<file path="config.mk">
export PLATFORM = sky130hd
export DESIGN_NAME = if_fetch_stage
export DESIGN_NICKNAME = d
export VERILOG_FILES = /design/src/rtl/if_fetch_stage_pkg.sv /design/src/rtl/if_pc_gen.sv /design/src/rtl/if_fetch_stage.sv
export SDC_FILE = /design/constraint.sdc
export NUM_CORES = 1
export LEC_CHECK = 0
export ABC_AREA = 1
export CAP_MARGIN = 40
export CORE_MARGIN = 2
export CORE_UTILIZATION = 48
export CTS_CLUSTER_SIZE = 25
export DETAILED_ROUTE_END_ITERATION = 16
export GPL_ROUTABILITY_DRIVEN = 0
export PLACE_DENSITY = 0.82
export SETUP_SLACK_MARGIN = 0.15
export SLEW_MARGIN = 20
export SYNTH_ARGS = -nofsm -noshare
export SYNTH_HDL_FRONTEND = slang
export SYNTH_SLANG_ARGS = --single-unit
export TNS_END_PERCENT = 20
</file>
<file path="constraint.sdc">
create_clock -name clk -period 7.85 [get_ports clk]
set_clock_uncertainty 0.1 [all_clocks]
set_input_delay 1.57 -clock clk [delete_from_list [all_inputs] [get_ports clk]]
set_output_delay 1.57 -clock clk [all_outputs]
set_load 0.005 [all_outputs]
</file>
<file path="src/rtl/if_fetch_stage_pkg.sv">
// Shared definitions for the IF stage: XLEN, NOP encoding, fetch FSM states and the output slot.
package if_fetch_stage_pkg;
  localparam int          XLEN   = 64;
  localparam logic [31:0] RV_NOP = 32'h0000_0013;

  typedef enum logic [2:0] {
    IDLE  = 3'd0,
    REQ   = 3'd1,
    WAIT  = 3'd2,
    HOLD  = 3'd3,
    DRAIN = 3'd4
  } fetch_state_t;

  typedef struct packed {
    logic [XLEN-1:0] pc;
    logic [31:0]     instr;
  } fetch_slot_t;

  function automatic logic [XLEN-1:0] pc_plus4(input logic [XLEN-1:0] pc);
    return pc + XLEN'(4);
  endfunction
endpackage

</file>
<file path="src/rtl/if_pc_gen.sv">
// Fetch PC register: redirect (word-aligned) has priority over sequential +4 advance.
module if_pc_gen
  import if_fetch_stage_pkg::*;
#(
  parameter logic [XLEN-1:0] RESET_PC = '0
) (
  input  logic            clk,
  input  logic            rst,
  input  logic            redirect,
  input  logic [XLEN-1:0] redirect_target,
  input  logic            advance,
  output logic [XLEN-1:0] pc
);
  always_ff @(posedge clk or posedge rst) begin
    if (rst)           pc <= RESET_PC;
    else if (redirect) pc <= {redirect_target[XLEN-1:2], 2'b00};
    else if (advance)  pc <= pc_plus4(pc);
  end
endmodule

</file>
<file path="src/rtl/if_fetch_stage.sv">
// IF stage: one-outstanding imem fetch FSM plus a single-entry output slot feeding IF/ID.
module if_fetch_stage
  import if_fetch_stage_pkg::*;
#(
  parameter logic [63:0] RESET_PC  = 64'h0000_0000_0000_0000,
  parameter logic [31:0] NOP_INSTR = RV_NOP
) (
  input  logic        clk,
  input  logic        rst,
  input  logic        IF_IDen,
  input  logic        redirect,
  input  logic [63:0] redirect_target,
  output logic        imem_req,
  output logic [63:0] imem_addr,
  input  logic        imem_gnt,
  input  logic        imem_rvalid,
  input  logic [31:0] imem_rdata,
  output logic [63:0] IF_PCaddress,
  output logic [31:0] IF_Instruction,
  output logic        IF_valid
);
  fetch_state_t state, state_nxt;
  fetch_slot_t  slot;
  logic [63:0]  pc;
  logic         rsp_take;

  // A response is only ever taken in WAIT, where the slot is guaranteed empty.
  assign rsp_take = (state == WAIT) & imem_rvalid & ~redirect;

  if_pc_gen #(.RESET_PC(RESET_PC)) u_pc_gen (
    .clk             (clk),
    .rst             (rst),
    .redirect        (redirect),
    .redirect_target (redirect_target),
    .advance         (rsp_take),
    .pc              (pc)
  );

  assign imem_req  = (state == REQ);
  assign imem_addr = pc;

  always_ff @(posedge clk or posedge rst) begin
    if (rst) state <= IDLE;
    else     state <= state_nxt;
  end

  always_comb begin
    state_nxt = state;
    if (redirect) begin
      unique case (state)
        REQ:     state_nxt = imem_gnt    ? DRAIN : REQ;
        WAIT:    state_nxt = imem_rvalid ? REQ   : DRAIN;
        DRAIN:   state_nxt = imem_rvalid ? REQ   : DRAIN;
        default: state_nxt = REQ;
      endcase
    end else begin
      unique case (state)
        IDLE:    state_nxt = REQ;
        REQ:     if (imem_gnt)    state_nxt = WAIT;
        // After a load the slot is full; refetch only once it has been consumed.
        WAIT:    if (imem_rvalid) state_nxt = HOLD;
        HOLD:    if (IF_IDen)     state_nxt = REQ;
        DRAIN:   if (imem_rvalid) state_nxt = REQ;
        default: state_nxt = IDLE;
      endcase
    end
  end

  always_ff @(posedge clk or posedge rst) begin
    if (rst) begin
      slot     <= '{pc: '0, instr: NOP_INSTR};
      IF_valid <= 1'b0;
    end else if (redirect) begin
      slot.instr <= NOP_INSTR;
      IF_valid   <= 1'b0;
    end else if (rsp_take) begin
      slot     <= '{pc: pc, instr: imem_rdata};
      IF_valid <= 1'b1;
    end else if (IF_valid & IF_IDen) begin
      slot.instr <= NOP_INSTR;
      IF_valid   <= 1'b0;
    end
  end

  assign IF_PCaddress   = slot.pc;
  assign IF_Instruction = slot.instr;
endmodule

</file>
======== After elaboration in Yosys (flattened, before gate mapping) ========
Index checks and enable logic that the tools add are counted.
word-level totals
  flip-flop bits (word level) ............. 164
  bits in latches ......................... 0
  RAM bits ................................ 0
  ROM bits ................................ 0
  bits of input ports ..................... 102
  output and inout bits ................... 162
  logic and storage cells ................. 41
  memories kept ........................... 0
cells by class
  add/sub/neg operators ................... 1
  $mul .................................... 0
  div/mod/pow operators ................... 0
  magnitude comparators ................... 0
  equality and inequality tests ........... 8
  shift operators ......................... 0
  mux-type cells .......................... 17
  bitwise logic cells ..................... 4
  reductions and logical operators ........ 6
operators by type and width
  kind                                                 count
  two-way mux 64 bit                                   2
  two-way mux 32 bit                                   3
  adder 64 x 3 -> 64 bit, second input constant        1
  two-way mux 3 bit                                    7
  one-hot mux 3 bit (5 select lines)                   1
  != test 3 bit, second input constant                 3
  equality test 3 x 2 -> 1 bit, second input constant  2
  one-hot mux 3 bit (2 select lines)                   1
  AND reduction 4 bit                                  1
  bitwise AND 1 bit                                    3
  equality test 3 x 1 -> 1 bit, second input constant  1
  equality test 3 bit, second input constant           1
  logical NOT 3 bit                                    1
  two-way mux 1 bit                                    3
  != test 3 x 2 -> 1 bit, second input constant        1
  nonzero test 3 bit                                   1
  AND reduction 2 bit                                  1
  nonzero test 2 bit                                   1
  OR reduction 2 bit                                   1
  inverter 1 bit                                       1

======== Longest topological paths before layout ========
  depth after elaboration ................. 5
  mapped depth ............................ 11
  gate-level depth less buffers ........... 11

======== Hierarchy ========
Synthesis repeated with hierarchy kept, for this count alone.
unflattened totals
  cells, all modules ...................... 1154
  area total of the unflattened synthesis .. 8592.0 um^2
by module, submodules not included
  module          instances  cells each  area each (um^2)  seq. area each (um^2)
  if_pc_gen       1          695         4586.9            1551.5
  if_fetch_stage  1          459         4005.1            2506.2

======== Least setup slack after synthesis ========
No wires, ideal clock.
  path type ............................... input to register
  start point ............................. input port imem_rvalid
  end point ............................... register slot (netlist bit IF_PCaddress[10])
  library setup time ...................... 130 ps
  data arrival time ....................... 2491 ps
  data required time ...................... 7620 ps
  setup slack ............................. 5128 ps
  cell stages on the path ................. 9
  buffers on the path ..................... 2
  cells stage by stage .................... inv_1 nor2_8 inv_4 nor2_8 inv_2 buf_6 buf_2 nand2_1 o21ai_1
on the way
  cells in the longest elaborated chain, start to end .. 3
RTL lines
  item                            RTL line              text
  from (decl)                     if_fetch_stage.sv:16  input logic imem_rvalid,
  bitwise AND 1 bit (2 in a row)  if_fetch_stage.sv:28  assign rsp_take = (state == WAIT) & imem_rvalid & ~redirect;
  AND reduction 2 bit (no line)   --
  to (signal assigned)            if_fetch_stage.sv:71  slot <= '{pc: '0, instr: NOP_INSTR};
  to (signal assigned)            if_fetch_stage.sv:77  slot <= '{pc: pc, instr: imem_rdata};
  to (decl)                       if_fetch_stage.sv:23  fetch_slot_t slot;
No other way between the ends.
A chain may end at the register's enable or synchronous reset.

======== Worst setup path in the final report ========
  start point ............................. input port imem_rvalid
  end point ............................... register slot (netlist bit IF_PCaddress[39])
Same word-level chain as after synthesis.

==> results.sh <==
export IMPL_status="finished clean"
export IMPL_synth_warnings=0
export IMPL_chipHeight_um=138
export IMPL_cts_root_buf="clkbuf_16"
export IMPL_drtAntennaViolNets=0
export IMPL_final_hold_violation_count=0
export IMPL_clock_power_share_pct=27.9
export IMPL_antenna_violations_before_repair=0
export IMPL_worstHoldPathCells=2
export IMPL_detail_route_wirelength_um=29500
export IMPL_grt_pass1_vias=8540
export IMPL_ys_top_cells_by_count="nand2_1 (391), nor2_1 (199), dfrtp_1 (157)"
export IMPL_cts_resized_gates=0
export IMPL_holdBufCountCts=0
export IMPL_cts_max_level=4
export IMPL_final_max_slew_violation_count=0
export IMPL_clkLatencyLatePin_ns=0.43
export IMPL_hold_class="register to register"
export IMPL_timing_setup_critical_path_class="input pin to register"
export IMPL_final_hold_worst_slack_ns=0.373
export IMPL_seq_area_mm2=0.00401
export IMPL_drt_pre_antenna_iters=7
export IMPL_grt_first_pass_wirelength_um=45000
export IMPL_multi_input_area_mm2=0.00394
export IMPL_total_cts_buffers=17
export IMPL_total_leakage_power_nw=5.58
export IMPL_synth_async_reset_ratio_pct=100
export IMPL_grt_overflow_total=0
export IMPL_place_inst=1648
export IMPL_critical_path_peak_fanout=56
export IMPL_synth_edf_count=0
export IMPL_synth_area_leaders="dfrtp_1 (46%), nand2_1 (17%), nor2_1 (8.7%)"
export IMPL_synth_top_cell_area_share_pct=45.6
export IMPL_portBuffers=257
export IMPL_critPathRequiredTime_ns=8.04
export IMPL_synth_cell_types=37
export IMPL_via_count=9180
export IMPL_post_dp_cell_area_mm2=0.0113
export IMPL_diodes=0
export IMPL_timing_fmax_mhz=248
export IMPL_final_net_count=1546
export IMPL_layout_worst_path_cycle_share_pct=51.3
export IMPL_finish_instance_area_mm2=0.0120
export IMPL_clk_pin_slew_ns=0.06
export IMPL_post_drt_wl_per_cell_um=17.6
export IMPL_critPathLaunchType="input pin"
export IMPL_fp_row_count=48
export IMPL_ys_dominant_reg_cell="dfrtp_1"
export IMPL_synth_area_mm2=0.00862
export IMPL_drc_errors=0
export IMPL_layout_cells_non_filler=1681
export IMPL_worst_pin_slew_ns=0.821
export IMPL_maxSlewHeadroom_pct=45.3
export IMPL_portion_of_total_power_attributed_to_sequential_cells_pct=39.4
export IMPL_setup_ws_ns=3.82
export IMPL_internal_power_mw=2.12
export IMPL_viasPerCell=5.46
export IMPL_post_place_ws_ns=3.37
export IMPL_post_syn_area_per_cell_um2=7.16
export IMPL_grt_start_max_net_pins=80
export IMPL_netlist_top_cell_by_area="dfrtp_1"
export IMPL_synth_ff_latch_count=160
export IMPL_synth_yosys_seq_area_share_pct=46.5
export IMPL_clock_sinks=160
export IMPL_dieArea_mm2=0.0190
export IMPL_crit_arrival_ns=4.21
export IMPL_post_synth_inst_count=1203
export IMPL_finalSetupViolCount=0
export IMPL_power_density_mw_per_mm2=262
export IMPL_area_growth_pct=39.1
export IMPL_grt_setup_unrepaired="false"
export IMPL_fin_tns_setup_ns=0
export IMPL_setup_worst_path_end_class="register"
export IMPL_dp_hpwl_um=21900
export IMPL_floorplan_die_width_um=138
export IMPL_grtUsageTotal_pct=31.0
export IMPL_cts_post_setup_buffers_inserted=0
export IMPL_max_cap_viol_count=0
export IMPL_utilization_pct=68.8
export IMPL_switching_share_pct=32.6
export IMPL_share_comb_of_total_power_pct=32.7
export IMPL_peakVddDrop_mv=0.162
export IMPL_yosysMostFrequentCell="nand2_1"
export IMPL_r2r_worst_path_cells=10
export IMPL_number_of_fill_cells_in_the_layout=1454
export IMPL_detailed_router_s_first_iteration_violation_count=689
export IMPL_start_util_pct=49.5
export IMPL_coreArea_mm2=0.0174
export IMPL_netSwitchingPower_mw=1.02
export IMPL_cts_tree="built"
export IMPL_io_pins=264
export IMPL_ratio_of_cells_with_drive_above_1_in_the_final_layout_pct=3.78
export IMPL_power_mw=3.15
export IMPL_final_period_minus_worst_setup_slack_ns=4.03
export IMPL_cts_buffer_depth=2
## logic make-up after synthesis
kind of cell	synth area share, %
AOI/OAI and AO/OA	13.1
xor gates and xnor gates	0.711
adders and majority gates	0.145
buffers and inverters	7.98
DFF	46.5
other	0.0435
and+or+nand+nor	31.5
## layer usage
layer | GRT usage (%) | vias up | share of wire, %
met1 | 38.2 | 4296 | 39
met3 | 7.79 | 75 | 9.6
met5 | 0 | - | 0
met2 | 51.2 | 495 | 47
met4 | 14.6 | 0 | 4.3
li1 | - | 4314 | -
## registers in the layout, indices dropped and copies added (netlist names)
name and flops:
IF_PCaddress 62, u_pc_gen.pc 62, IF_Instruction 32, state 3
IF_valid 1
## final timing paths
path / from / to / slack (ns)
hold / removal: IF_PCaddress[50] / IF_PCaddress[50] / 0.37
max in group asynchronous: rst / IF_Instruction[0] / 5.06
min in group asynchronous: rst / IF_Instruction[29] / 1.46
setup reg to reg: state[2] / IF_PCaddress[39] / 4.90
setup / recovery: imem_rvalid / IF_PCaddress[39] / 3.82
hold reg to reg: IF_PCaddress[50] / IF_PCaddress[50] / 0.37
## power by group through the flow
stage	logic (mW)	registers [mW]	clock network [mW]
5_1_grt	1.13	1.26	0.921
4_1_cts	1.03	1.23	0.892
3_5_place_dp	1.03	1.25	0
6_report	1.03	1.24	0.877
2_1_floorplan	0.403	1.22	0
3_3_place_gp	0.997	1.24	0
## worst max-delay path, cell delays in order
cell	delay (ns)
clkdlybuf4s50_1	0.48
inv_1	0.12
nor2_8	0.25
inv_4	0.13
nor2_8	0.50
clkinv_2	0.33
buf_12	0.27
buf_4	0.29
nand2_1	0.11
o21ai_0	0.09
## final cells by class
| cell class | count | area share (%) |
|---|---|---|
| Clock buffer | 18 | 3.66 |
| Clock inverter | 14 | 1.49 |
| Tap cell | 225 | 2.35 |
| Sequential cell | 160 | 33.4 |
| Inverter | 121 | 3.86 |
| Multi-Input combinational cell | 878 | 32.9 |
| Timing Repair Buffer | 265 | 22.3 |
## layout by cell type, fill, tap and decap left out, types with 13 or more instances in the layout
cell type,Yosys,routed
o211ai_1,13,13
nand2_1,391,391
nand3_1,66,66
nor2_1,199,199
clkbuf_16,0,17
o21ai_1,32,32
a22o_1,29,29
a21oi_1,28,28
clkdlybuf4s50_1,0,257
o21ai_0,66,66
dfrtp_1,157,157
inv_1,116,115
No activity file was read; power rests on OpenSTA's default activity.
